### config.mk
export PLATFORM = sky130hd
export DESIGN_NAME = ctrl_pipe
export DESIGN_NICKNAME = d
export VERILOG_FILES = /design/src/rtl/pipe_pkg.sv /design/src/rtl/ctrl_stage_reg.sv /design/src/rtl/ctrl_pipe.sv
export SDC_FILE = /design/constraint.sdc
export NUM_CORES = 1
export LEC_CHECK = 0
export BUFFER_PORTS_ARGS = -buffer_cell sky130_fd_sc_hd__buf_4
export CORE_MARGIN = 2
export CORE_UTILIZATION = 45
export CTS_BUF_LIST = sky130_fd_sc_hd__clkbuf_8
export CTS_CLUSTER_DIAMETER = 60
export DETAILED_ROUTE_END_ITERATION = 8
export PLACE_DENSITY_LB_ADDON = 0.15
export SLEW_MARGIN = 20
export SYNTH_ARGS = -nofsm -noshare
export SYNTH_HDL_FRONTEND = slang
export SYNTH_SLANG_ARGS = --single-unit
### constraint.sdc
create_clock -name clk -period 3.7 [get_ports clk]
set_clock_uncertainty 0.1 [all_clocks]
set_input_delay 0.185 -clock clk [delete_from_list [all_inputs] [get_ports clk]]
set_output_delay 0.185 -clock clk [all_outputs]
set_load 0.05 [all_outputs]
### src/rtl/pipe_pkg.sv
// Control-word definitions shared by the EX/MEM/WB control pipeline.
package pipe_pkg;

  localparam int PIPE_REG_W = 5;

  typedef enum logic [1:0] {
    ALU_ADD   = 2'd0,
    ALU_SUB   = 2'd1,
    ALU_FUNCT = 2'd2,
    ALU_RSVD  = 2'd3
  } alu_op_e;

  typedef struct packed {
    logic                  valid;
    logic                  reg_dst;
    logic                  branch;
    logic                  mem_read;
    logic                  mem_to_reg;
    logic                  mem_write;
    logic                  alu_src;
    logic                  reg_write;
    alu_op_e               alu_op;
    logic [PIPE_REG_W-1:0] dest;
  } ctrl_word_t;

  localparam ctrl_word_t CTRL_BUBBLE = '0;

endpackage

### src/rtl/ctrl_stage_reg.sv
// One pipeline stage of control word; clear or reset loads a bubble.
module ctrl_stage_reg
  import pipe_pkg::*;
(
  input  logic       clk,
  input  logic       rst_n,
  input  logic       clear,
  input  ctrl_word_t d,
  output ctrl_word_t q
);

  always_ff @(posedge clk or negedge rst_n) begin
    if (!rst_n) begin
      q <= CTRL_BUBBLE;
    end else if (clear) begin
      q <= CTRL_BUBBLE;
    end else begin
      q <= d;
    end
  end

endmodule

### src/rtl/ctrl_pipe.sv
// EX/MEM/WB control pipeline with load-use stall and taken-branch squash.
module ctrl_pipe
  import pipe_pkg::*;
#(
  parameter int REG_W = PIPE_REG_W
) (
  input  logic             clk,
  input  logic             rst_n,
  input  logic             id_valid,
  input  logic             id_reg_dst,
  input  logic             id_branch,
  input  logic             id_mem_read,
  input  logic             id_mem_to_reg,
  input  logic             id_mem_write,
  input  logic             id_alu_src,
  input  logic             id_reg_write,
  input  logic [1:0]       id_alu_op,
  input  logic [REG_W-1:0] id_rs,
  input  logic [REG_W-1:0] id_rt,
  input  logic [REG_W-1:0] id_rd,
  input  logic             mem_zero,
  output logic             stall,
  output logic             pc_src,
  output logic             ex_valid,
  output logic             ex_alu_src,
  output logic             ex_reg_dst,
  output logic [1:0]       ex_alu_op,
  output logic [REG_W-1:0] ex_dest,
  output logic             mem_valid,
  output logic             mem_read,
  output logic             mem_write,
  output logic             mem_branch,
  output logic [REG_W-1:0] mem_dest,
  output logic             wb_valid,
  output logic             wb_reg_write,
  output logic             wb_mem_to_reg,
  output logic [REG_W-1:0] wb_dest
);

  ctrl_word_t id_w;
  ctrl_word_t ex_q;
  ctrl_word_t mem_q;
  ctrl_word_t wb_q;
  logic       hazard;
  logic       ex_clear;
  logic       mem_clear;

  // An invalid ID slot enters EX as a bubble, so it can never raise a hazard.
  always_comb begin
    id_w = CTRL_BUBBLE;
    if (id_valid) begin
      id_w.valid      = 1'b1;
      id_w.reg_dst    = id_reg_dst;
      id_w.branch     = id_branch;
      id_w.mem_read   = id_mem_read;
      id_w.mem_to_reg = id_mem_to_reg;
      id_w.mem_write  = id_mem_write;
      id_w.alu_src    = id_alu_src;
      id_w.reg_write  = id_reg_write;
      id_w.alu_op     = alu_op_e'(id_alu_op);
      id_w.dest       = PIPE_REG_W'(id_reg_dst ? id_rd : id_rt);
    end
  end

  always_comb begin
    hazard = id_valid & ex_q.valid & ex_q.mem_read & (ex_dest != '0)
           & ((ex_dest == id_rs) | (ex_dest == id_rt));
    pc_src = mem_q.valid & mem_q.branch & mem_zero;
    // A taken branch kills the dependent instruction anyway, so no stall.
    stall     = hazard & ~pc_src;
    ex_clear  = hazard | pc_src;
    mem_clear = pc_src;
  end

  ctrl_stage_reg u_ex_reg (
    .clk   (clk),
    .rst_n (rst_n),
    .clear (ex_clear),
    .d     (id_w),
    .q     (ex_q)
  );

  ctrl_stage_reg u_mem_reg (
    .clk   (clk),
    .rst_n (rst_n),
    .clear (mem_clear),
    .d     (ex_q),
    .q     (mem_q)
  );

  ctrl_stage_reg u_wb_reg (
    .clk   (clk),
    .rst_n (rst_n),
    .clear (1'b0),
    .d     (mem_q),
    .q     (wb_q)
  );

  always_comb begin
    ex_valid      = ex_q.valid;
    ex_alu_src    = ex_q.alu_src;
    ex_reg_dst    = ex_q.reg_dst;
    ex_alu_op     = ex_q.alu_op;
    ex_dest       = REG_W'(ex_q.dest);
    mem_valid     = mem_q.valid;
    mem_read      = mem_q.mem_read;
    mem_write     = mem_q.mem_write;
    mem_branch    = mem_q.branch;
    mem_dest      = REG_W'(mem_q.dest);
    wb_valid      = wb_q.valid;
    wb_reg_write  = wb_q.reg_write;
    wb_mem_to_reg = wb_q.mem_to_reg;
    wb_dest       = REG_W'(wb_q.dest);
  end

  logic unused_wb_fields;
  assign unused_wb_fields = ^{wb_q.reg_dst, wb_q.branch, wb_q.mem_read,
                              wb_q.mem_write, wb_q.alu_src, wb_q.alu_op};

endmodule

[Word-level counts from Yosys, hierarchy flattened]
Index checks and enable logic that the tools add are counted.
Word-level totals
  register bits: 34
  input bits: 28
  output and inout port bits: 29
  logic and storage cells: 38
Operators by class
  equality and inequality tests: 2
  multiplexer cells: 4
  bitwise gates (word level): 10
  reduce and logical (&&, ||, !) cells: 1
Operator list (count)
  $mux W15: 3
  $eq A5 B5 Y1: 2
  $and A1 B1 Y1: 7
  $mux W5: 1
  $reduce_bool A5 Y1: 1
  $or A1 B1 Y1: 2
  $not A1 Y1: 1

[Logic depth before layout (Yosys ltp)]
Gate-level depths: netlist of run 1.
  depth in word-level cells: 6
  mapped depth: 5
  mapped depth without buffers: 4

[By module]
From an unflattened synthesis of run 1, not the netlist that was laid out.
Unflattened totals
  cells, all modules: 135
  area total of the unflattened synthesis: 1830.5 µm²
By module, submodules not included
  ctrl_stage_reg: instances 3, cells an instance 31, area each 508.0 µm², seq. area each 375.4 µm²
  ctrl_pipe: instances 1, cells an instance 42, area each 306.5 µm², seq. area each 0.0 µm²

[Worst setup path after synthesis of run 1]
No wires, ideal clock.
  kind: register -> output
  from: reg u_ex_reg.q[14] (netlist bit)
  to: out stall
  data arrival time: 1.362 ns
  data required time: 3.415 ns
  setup slack: 2.053 ns
  cell stages (with the launch flop): 4
  buffers on the path: 0
  cell sequence: dfrtp_1 -> nand3_1 -> a21oi_2 -> and3_2
Between the ends
  cells in the longest elaborated chain, start to end: 5
RTL lines
  from (decl): line ctrl_stage_reg.sv:9  | output ctrl_word_t q
  from (signal assigned): line ctrl_stage_reg.sv:14  | q <= CTRL_BUBBLE;
  from (signal assigned): line ctrl_stage_reg.sv:16  | q <= CTRL_BUBBLE;
  from (signal assigned): line ctrl_stage_reg.sv:18  | q <= d;
  $and A1 B1 Y1 (3 in series): line ctrl_pipe.sv:66  | hazard = id_valid & ex_q.valid & ex_q.mem_read & (ex_dest != '0)
  $and A1 B1 Y1: line ctrl_pipe.sv:67  | & ((ex_dest == id_rs) | (ex_dest == id_rt));
  $and A1 B1 Y1: line ctrl_pipe.sv:70  | stall = hazard & ~pc_src;
  to (decl): line ctrl_pipe.sv:22  | output logic stall,
No other way between the ends.

[Worst setup path after layout of run 1]
  from: reg u_ex_reg.q[0] (netlist bit)
  to: out stall
Between the ends
  cells in the longest elaborated chain, start to end: 4
  elaborated cells between the ends (all ways): 7
RTL lines (line)
  $eq A5 B5 Y1 or $reduce_bool A5 Y1 (tied branches): ctrl_pipe.sv:67, ctrl_pipe.sv:66
  $or A1 B1 Y1 or $and A1 B1 Y1 (tied branches): ctrl_pipe.sv:67, ctrl_pipe.sv:66
  $and A1 B1 Y1 *: ctrl_pipe.sv:67
  $and A1 B1 Y1 *: ctrl_pipe.sv:70
Mark *: on every way between the ends. The rest lies on a longest branch, timed or not.

==> impl_metrics.json, run 1 <==
{
  "final-max-slew-violation-count": 0,
  "cts.hold.buffers_added": 1,
  "synth_compound_gate_area_share": 0.08356,
  "final-instance-count-excl-fill": 195,
  "pwr-share-comb": 0.203,
  "regToRegEndpoint": "u_ex_reg.q[4]$_DFF_PN0_",
  "combinational_family_with_the_most_area_after_synthesis": "simple AND/OR/NAND/NOR gates",
  "antenna_cells": 0,
  "synth_seq_area_share": 0.6110,
  "yosys.area_share.xor_xnor": 0.06289,
  "grt_start_max_net_pins": 35,
  "syn-instance-count": 115,
  "clock_insertion_delay_worst_skew_ns": 0.28,
  "grt_pass1_wl_microns": 4119,
  "tritoncts": "built",
  "placement.setup.worst_slack_ns": 1.786,
  "dp.final_hpwl_microns": 1880,
  "postCtsSetupBuffers": 0,
  "core_sq_um": 3003,
  "finalHoldViolations": 0,
  "required_ns": 3.41,
  "layout.cells.most_common": "sky130_fd_sc_hd__buf_4",
  "num_cts_buffers": 5,
  "area_growth_from_synthesis_to_layout_pct": 33.06,
  "floorplan.initialDensity": 0.4638,
  "placement_rows": 20,
  "post_synth_and_or_nand_nor_area_fraction": 0.1168,
  "status": "finished clean",
  "grtUsageMet1": 0.1914,
  "cts.htree.levels": 2,
  "final-setup-viol-count": 0,
  "grt_antenna_before_repair": 0,
  "peakVddDrop_mv": 0.3048,
  "clockRootBuffer": "sky130_fd_sc_hd__clkbuf_8",
  "routed_wirelength_microns": 2528,
  "avgSynthCellArea_sq_um": 12.11,
  "drive_above_1_share": 0.4198,
  "fin_area_sq_um": 1853,
  "crit-reg2reg-launch": "u_mem_reg.q[12]$_DFF_PN0_",
  "gp_congestion": 0.7463,
  "cts.repair.resized": 0,
  "total_congestion_overflow": 0,
  "via_per_inst": 4.918,
  "fmax_ghz": 0.4516,
  "min-delay-start": "id_alu_op[0]",
  "leakage_nw": 0.9346,
  "clock_sinks": 34,
  "fill_cells": 265,
  "ff_latch_count_synth": 34,
  "postSynthNetCount": 143,
  "crit_path_start": "u_ex_reg.q[0]$_DFF_PN0_",
  "finalPower_uw": 901.1,
  "die_x_microns": 59.63,
  "critPathLaunchType": "register",
  "worst_case_clock_buffer_depth": 2,
  "layout.nets": 189,
  "max_slew.worst_pin.slew_ns": 0.7022,
  "ioPinCount": 57,
  "syn-cell-area_sq_um": 1393,
  "period_minus_slack_ns": 2.214,
  "grt_util_all_layers": 0.1698,
  "fin_hold_ws_ns": 0.05012,
  "vias": 959,
  "synthMuxAreaShare": 0.03594,
  "most_used_cells_in_the_layout_excluding_fill_and_tap_cells": "56 x sky130_fd_sc_hd__buf_4, 34 x sky130_fd_sc_hd__dfrtp_1, 13 x sky130_fd_sc_hd__nand3_1",
  "timing.critical_path.to_type": "output pin",
  "worstHoldPathType": "in2reg",
  "grt_pass1_vias": 909,
  "die-area_sq_um": 3556,
  "dieHeight_microns": 59.63,
  "p_int_uw": 648.9,
  "endpoint_arrival_time_on_the_critical_path_ns": 1.93,
  "clk_pin_slew_ns": 0.07,
  "place_inst": 186,
  "routedWlPerCell_microns": 12.96,
  "rsz0062_at_grt": "no",
  "final_util": 0.6171,
  "switching_share": 0.2799,
  "timing.final.crit_share": 0.5985,
  "share_clk_of_total_power": 0.345,
  "powerDensity_nw_per_um2": 486.3,
  "synth_fa_ha_area_frac": 0,
  "met3_usage": 0.08297,
  "drv_cap": 0,
  "tns_ns": 0,
  "synth.distinct_cells": 20,
  "crit_path_max_fanout": 16,
  "drt_iter0_markers": 14,
  "io_buffers": 56,
  "timing.final.ws_setup_ns": 1.486,
  "setup_crit_path_kind": "reg2out",
  "drtPass1Iterations": 4,
  "place_area_sq_um": 1733,
  "timing.hold.worst_endpoint": "u_ex_reg.q[5]$_DFF_PN0_",
  "p_switching_uw": 252.2,
  "max_slew_margin": 0.5306,
  "cell_count_of_the_worst_reg_to_reg_path": 3,
  "synth.yosys.warnings": 0,
  "met2_usage": 0.2622,
  "drc": 0,
  "global_route.peak_usage_layer": "met2",
  "seqPwrFrac": 0.452,
  "timing.hold.worst_path_depth": 3,
  "register_to_register_setup_slack_ns": 2.01,
  "ant_nets": 0
}
power by group through the flow:
stage               combinational (mW)  sequential [mW]  clock (mW)
finish                           0.183            0.407       0.311
detailed placement               0.184            0.415           0
global placement                 0.181            0.413           0
CTS                              0.185            0.408       0.319
global route                     0.195            0.410       0.338
floorplan                       0.0908            0.450           0
synthesized netlist by cell type:
cell	count	area, sq um
sky130_fd_sc_hd__nand3_1	13	65.06
sky130_fd_sc_hd__buf_1	1	3.750
sky130_fd_sc_hd__buf_6	1	11.26
sky130_fd_sc_hd__clkbuf_1	3	11.26
sky130_fd_sc_hd__mux2i_1	5	50.05
sky130_fd_sc_hd__o22ai_4	1	20.02
sky130_fd_sc_hd__buf_4	12	90.09
sky130_fd_sc_hd__and3_2	1	7.510
sky130_fd_sc_hd__xnor2_1	10	87.58
sky130_fd_sc_hd__a21oi_1	10	50.05
sky130_fd_sc_hd__buf_2	1	5.000
sky130_fd_sc_hd__and2_1	10	62.56
sky130_fd_sc_hd__inv_1	1	3.750
sky130_fd_sc_hd__dfrtp_1	34	850.8
sky130_fd_sc_hd__nand2_1	3	11.26
sky130_fd_sc_hd__and2_2	1	7.510
sky130_fd_sc_hd__a211oi_1	5	37.54
sky130_fd_sc_hd__a21oi_2	1	8.760
sky130_fd_sc_hd__nor2_1	1	3.750
sky130_fd_sc_hd__nor3_1	1	5.000
registers in the layout, indices dropped and copies added, names as in the netlist:
name	flops
u_ex_reg.q	15
u_mem_reg.q	11
u_wb_reg.q	8
kinds of logic (layout without fill, tap and decap cells):
kind of cell | count (synthesis) | count (layout)
AND/OR/NAND/NOR | 30 | 30
AO/OA/AOI/OAI | 17 | 17
buffers and inverters | 19 | 66
multiplexers | 5 | 5
flip-flops | 34 | 34
XOR/XNOR | 10 | 10
critical path, cell delays in order, from the launching register on:
cell	delay, ns
sky130_fd_sc_hd__dfrtp_1	0.43
sky130_fd_sc_hd__xnor2_1	0.21
sky130_fd_sc_hd__nand3_1	0.15
sky130_fd_sc_hd__o22ai_4	0.40
sky130_fd_sc_hd__and3_2	0.26
sky130_fd_sc_hd__buf_4	0.19
worst max-delay path by stage:
stage               endpoint  cells after the start
floorplan              stall                      3
global placement       stall                      5
detailed placement     stall                      5
CTS                    stall                      5
global route           stall                      5
finish                 stall                      5
metal layers:
layer / routed length [microns] / vias to the layer above
met2: 1255 / 39
met1: 1053 / 455
li1: - / 463
met3: 189 / 2
met5: 0 / -
met4: 29 / 0
cell type report:
type,count,area (sq um),area share
well taps,33,41.29,0.02228
flip-flops and latches,34,850.8,0.4591
repair buffers,57,430.4,0.2323
inverters,1,3.754,0.002026
clock buffers,8,110.1,0.05942
multi-input cells,62,416.7,0.2248
Note: power is estimated with default switching activity, not from simulation.
==> run 2: changes to the inputs <==
--- a/config.mk
+++ b/config.mk
@@ -7,7 +7,7 @@
 export LEC_CHECK = 0
 export BUFFER_PORTS_ARGS = -buffer_cell sky130_fd_sc_hd__buf_4
 export CORE_MARGIN = 2
-export CORE_UTILIZATION = 45
+export CORE_UTILIZATION = 44
 export CTS_BUF_LIST = sky130_fd_sc_hd__clkbuf_8
 export CTS_CLUSTER_DIAMETER = 60
 export DETAILED_ROUTE_END_ITERATION = 8
==> constraint.sdc (replaced) <==
create_clock -name clk -period 1.8 [get_ports clk]
set_clock_uncertainty 0.1 [all_clocks]
set_input_delay 0.09 -clock clk [delete_from_list [all_inputs] [get_ports clk]]
set_output_delay 0.09 -clock clk [all_outputs]
set_load 0.05 [all_outputs]
==> impl_metrics.json, run 2 (same netlist as run 1, synthesis figures left out) <==
{
  "via_per_inst": 4.782,
  "clock_insertion_delay_worst_skew_ns": 0.27,
  "multi_input_area_sq_um": 455.4,
  "worstHoldPathType": "in2reg",
  "leakage_nw": 1.030,
  "fin_area_sq_um": 2072,
  "io_buffers": 56,
  "layout.nets": 210,
  "final_util": 0.6843,
  "peakVddDrop_mv": 0.3795,
  "setup_crit_path_kind": "reg2out",
  "cts.htree.levels": 2,
  "core_sq_um": 3028,
  "seqPwrFrac": 0.467,
  "tritoncts": "built",
  "grt_pass1_wl_microns": 4581,
  "share_clk_of_total_power": 0.294,
  "die-area_sq_um": 3631,
  "seq_area_sq_um": 854.6,
  "crit-reg2reg-launch": "u_mem_reg.q[14]$_DFF_PN0_",
  "final-setup-viol-count": 0,
  "clock_sinks": 34,
  "gp_congestion": 0.7536,
  "timing.hold.worst_endpoint": "u_ex_reg.q[13]$_DFF_PN0_",
  "required_ns": 1.61,
  "pwr-share-comb": 0.239,
  "registers.top_by_ff_count": "u_ex_reg.q",
  "routed_wirelength_microns": 2962,
  "total_congestion_overflow": 0,
  "grt_util_all_layers": 0.1817,
  "top_regs": "u_ex_reg.q x15, u_mem_reg.q x11, u_wb_reg.q x8",
  "p_int_mw": 1.281,
  "critPathLaunchType": "register",
  "clockRootBuffer": "sky130_fd_sc_hd__clkbuf_8",
  "final-max-slew-violation-count": 0,
  "max_slew_margin": 0.7287,
  "crit_path_max_fanout": 4,
  "register_to_register_setup_slack_ns": 0.15,
  "floorplan.initialDensity": 0.4599,
  "drtPass1Iterations": 4,
  "regToRegEndpoint": "u_ex_reg.q[11]$_DFF_PN0_",
  "area_growth_from_synthesis_to_layout_pct": 48.79,
  "vias": 1076,
  "drt_iter0_markers": 33,
  "grt_antenna_before_repair": 0,
  "place_area_sq_um": 1777,
  "timing.final.crit_share": 0.9700,
  "fill_cells": 219,
  "period_minus_slack_ns": 1.746,
  "max_slew.worst_pin.slew_ns": 0.4069,
  "switching_share": 0.2878,
  "worst_case_clock_buffer_depth": 2,
  "dp.final_hpwl_microns": 2053,
  "routedWlPerCell_microns": 13.16,
  "drv_cap": 0,
  "layout.cells.most_common": "sky130_fd_sc_hd__buf_4",
  "largest_register_ff_count": 15,
  "drive_above_1_share": 0.4751,
  "timing.hold.worst_path_depth": 3,
  "dieHeight_microns": 60.26,
  "cell_count_of_the_worst_reg_to_reg_path": 5,
  "clk_pin_slew_ns": 0.06,
  "powerDensity_nw_per_um2": 868.0,
  "drc": 0,
  "finalHoldViolations": 0,
  "tns_ns": 0,
  "die_x_microns": 60.26,
  "timing.critical_path.to_type": "output pin",
  "antenna_cells": 0,
  "grt_pass1_vias": 1037,
  "num_cts_buffers": 5,
  "fmax_ghz": 0.5727,
  "ioPinCount": 57,
  "ant_nets": 0,
  "p_switching_uw": 517.6,
  "grt_start_max_net_pins": 35,
  "status": "finished clean",
  "min-delay-start": "id_reg_dst",
  "placement_rows": 20,
  "most_used_cells_in_the_layout_excluding_fill_and_tap_cells": "66 x sky130_fd_sc_hd__buf_4, 31 x sky130_fd_sc_hd__dfrtp_1, 11 x sky130_fd_sc_hd__nand3_1, 11 x sky130_fd_sc_hd__dlygate4sd3_1",
  "endpoint_arrival_time_on_the_critical_path_ns": 1.56
}
-- run 2: changes by cell type in the layout (fill, tap and decap cells not counted), sizes merged --
cell         previous run  this run
buf                    56        67
clkbuf                  8         6
dlygate4sd3             1        11
-- run 2: layer usage --
metal / part of all wire / global-route usage / vias up
li1: - / - / 504
met1: 0.41 / 0.2120 / 524
met2: 0.52 / 0.3028 / 41
met3: 0.056 / 0.04978 / 7
met4: 0.015 / 0.09524 / 0
met5: 0 / 0 / -
-- run 2: power by group through the flow --
stage,registers (mW),clock network (mW),logic (mW)
after global placement,0.850,0,0.377
final,0.840,0.529,0.430
after CTS,0.839,0.548,0.408
after floorplan,0.925,0,0.187
after detailed placement,0.853,0,0.384
after global routing,0.845,0.577,0.457
-- run 2: stage by stage --
stage	instances	hold WS, ns	setup WS (ns)	total power [mW]
after floorplan	115	-0.3056	0.2479	1.112
after global placement	201	-0.05304	0.3187	1.227
after detailed placement	201	-0.04463	0.2723	1.237
after CTS	220	0.01449	0.005738	1.796
after global routing	225	0.01536	-0.02989	1.879
final	225	0.02617	0.05403	1.799
-- run 2: how the worst max path moves through the flow --
stage | startpoint | end | slack, ns | cells after the start
2_1_floorplan | u_ex_reg.q[14]$_DFF_PN0_ | stall | 0.25 | 3
3_3_place_gp | u_ex_reg.q[4]$_DFF_PN0_ | stall | 0.32 | 5
3_5_place_dp | u_ex_reg.q[4]$_DFF_PN0_ | u_ex_reg.q[0]$_DFF_PN0_ | 0.27 | 5
4_1_cts | u_ex_reg.q[4]$_DFF_PN0_ | stall | 0.006 | 5
5_1_grt | u_ex_reg.q[4]$_DFF_PN0_ | stall | -0.03 | 5
6_report | u_ex_reg.q[1]$_DFF_PN0_ | stall | 0.05 | 5
-- run 2: worst max-delay path, stage by stage (launching register included) --
cell and delay, ns:
sky130_fd_sc_hd__dfrtp_2 0.44, sky130_fd_sc_hd__xnor2_2 0.18, sky130_fd_sc_hd__nand3_2 0.12, sky130_fd_sc_hd__o22ai_4 0.18
sky130_fd_sc_hd__and3_4 0.21, sky130_fd_sc_hd__buf_8 0.14
-- run 2: area by class of cell --
class                   count  share of cell area
repair buffers             78              0.2995
inverters                   1            0.001812
flip-flops and latches     34              0.4124
multi-input cells          62              0.2198
well taps                  44             0.02657
clock buffers               6             0.03986
-- run 2: timing repair --
item	CTS	global route
hold buffers	11	0
hold endpoints to repair	42	0
setup endpoints to repair	1	2
setup buffers	2	5
pin swaps	0	5
gates resized for setup	2	10
==> run 3: changes to the inputs <==
--- a/config.mk
+++ b/config.mk
@@ -11,6 +11,7 @@
 export CTS_BUF_LIST = sky130_fd_sc_hd__clkbuf_8
 export CTS_CLUSTER_DIAMETER = 60
 export DETAILED_ROUTE_END_ITERATION = 8
+export GPL_TIMING_DRIVEN = 0
 export PLACE_DENSITY_LB_ADDON = 0.15
 export SLEW_MARGIN = 20
 export SYNTH_ARGS = -nofsm -noshare
==> impl_metrics.json, run 3 (same netlist as run 1, synthesis figures left out) <==
{
  "required_ns": 1.61,
  "powerDensity_nw_per_um2": 857.4,
  "most_used_cells_in_the_layout_excluding_fill_and_tap_cells": "71 x sky130_fd_sc_hd__buf_4, 29 x sky130_fd_sc_hd__dfrtp_1, 12 x sky130_fd_sc_hd__nand3_1",
  "drt_iter0_markers": 16,
  "gp_congestion": 0.7083,
  "area_growth_from_synthesis_to_layout_pct": 54.54,
  "path_cells": "xnor2_2 -> nand3_2 -> o22ai_4 -> and3_4 -> buf_8",
  "drc": 0,
  "worst_case_clock_buffer_depth": 2,
  "timing.hold.worst_path_depth": 3,
  "fmax_ghz": 0.5707,
  "die_x_microns": 60.26,
  "max_stage_delay_ns": 0.46,
  "drv_cap": 0,
  "clock_sinks": 34,
  "critPathLaunchType": "register",
  "antenna_cells": 0,
  "ant_nets": 0,
  "timing.critical_path.to_type": "output pin",
  "period_minus_slack_ns": 1.752,
  "endpoint_arrival_time_on_the_critical_path_ns": 1.56,
  "worstHoldPathType": "in2reg",
  "routed_wirelength_microns": 2961,
  "num_cts_buffers": 5,
  "max_slew.worst_pin.slew_ns": 0.4408,
  "registers.top_by_ff_count": "u_ex_reg.q",
  "grt_antenna_before_repair": 0,
  "die-area_sq_um": 3631,
  "peakVddDrop_mv": 0.6271,
  "clock_insertion_delay_worst_skew_ns": 0.27,
  "placement_rows": 20,
  "largest_register_ff_count": 15,
  "core_sq_um": 3028,
  "drive_above_1_share": 0.5104,
  "multi_input_area_sq_um": 475.5,
  "layout.nets": 219,
  "dp.final_hpwl_microns": 2013,
  "status": "finished clean",
  "vias": 1082,
  "layout.cells.most_common": "sky130_fd_sc_hd__buf_4",
  "drtPass1Iterations": 4,
  "max_slew_margin": 0.7061,
  "cts.htree.levels": 2,
  "grt_util_all_layers": 0.1783,
  "total_congestion_overflow": 0,
  "cpMaxStageDelayCell": "sky130_fd_sc_hd__dfrtp_2",
  "grt_pass1_wl_microns": 4685,
  "clk_pin_slew_ns": 0.07,
  "clockRootBuffer": "sky130_fd_sc_hd__clkbuf_8",
  "setup_crit_path_kind": "reg2out",
  "final_util": 0.7107,
  "grt_pass1_vias": 1052,
  "finalHoldViolations": 0,
  "cell_count_of_the_worst_reg_to_reg_path": 6,
  "floorplan.initialDensity": 0.4599,
  "dieHeight_microns": 60.26,
  "io_buffers": 55,
  "top_regs": "u_ex_reg.q x15, u_mem_reg.q x11, u_wb_reg.q x8",
  "seq_area_sq_um": 857.1,
  "routedWlPerCell_microns": 12.55,
  "leakage_nw": 1.089,
  "ioPinCount": 57,
  "crit_path_max_fanout": 5,
  "fin_hold_ws_ns": 0.03794,
  "grt_start_max_net_pins": 35,
  "final-max-slew-violation-count": 0,
  "final-setup-viol-count": 0,
  "fill_cells": 222,
  "via_per_inst": 4.585,
  "timing.final.crit_share": 0.9735,
  "tritoncts": "built"
}
==> run 3: critical path, delay by kind of cell (launching register included) <==
kind                   cells  cell delay (ns)
buffers and inverters      1             0.14
AND/OR/NAND/NOR            2             0.33
AO/OA/AOI/OAI              1             0.18
flip-flops                 1             0.46
XOR/XNOR                   1             0.18
==> run 3: path summary, 6_finish.rpt <==
path | from | endpoint | slack, ns
min | id_rd[4] | u_ex_reg.q[4]$_DFF_PN0_ | 0.04
max in group asynchronous | rst_n | u_ex_reg.q[0]$_DFF_PN0_ | 1.09
min reg2reg | u_mem_reg.q[10]$_DFF_PN0_ | u_wb_reg.q[10]$_DFF_PN0_ | 0.25
max | u_ex_reg.q[1]$_DFF_PN0_ | stall | 0.05
min in group asynchronous | rst_n | u_mem_reg.q[4]$_DFF_PN0_ | 0.20
max reg2reg | u_ex_reg.q[1]$_DFF_PN0_ | u_ex_reg.q[14]$_DFF_PN0_ | 0.25
==> run 3: metal layers <==
layer	share of wire	GRT usage	vias to the layer above
li1	-	-	524
met1	0.43	0.2171	519
met2	0.51	0.2935	37
met3	0.052	0.06061	2
met4	0.0074	0.06349	0
met5	0	0	-
==> run 3: final cells by class <==
class	instances	share of cell area
clock buffers	6	0.03837
flip-flops and latches	34	0.3983
well taps	44	0.02558
multi-input cells	62	0.2209
clock inverters	2	0.004070
repair buffers	69	0.2547
plain buffers	18	0.05640
inverters	1	0.001744
==> run 3: report_power, final <==
part / leakage [nW] / internal (mW) / switching [mW]
Clock: 0.0524 / 0.303 / 0.253
Combinational: 0.605 / 0.191 / 0.256
Sequential: 0.432 / 0.813 / 0.0292
Total: 1.09 / 1.31 / 0.538
==> run 3: repair_timing <==
action	CTS	global route
setup buffers	3	2
hold buffers	9	0
hold endpoints to repair	42	0
pin swaps	2	4
endpoints found under the setup margin	1	1
gates resized for setup	4	12
==> run 3: per-stage QoR <==
step | total power, mW | setup WS [ns] | TNS (ns) | instance area [sq um] | cells
final | 1.845 | 0.04766 | 0 | 2152 | 236
after global routing | 1.934 | -0.01190 | -0.01190 | 2152 | 236
after CTS | 1.842 | 0.002741 | 0 | 2078 | 234
after detailed placement | 1.260 | 0.1184 | 0 | 1861 | 214
after global placement | 1.251 | 0.1533 | 0 | 1861 | 214
after floorplan | 1.112 | 0.2479 | 0 | 1393 | 115
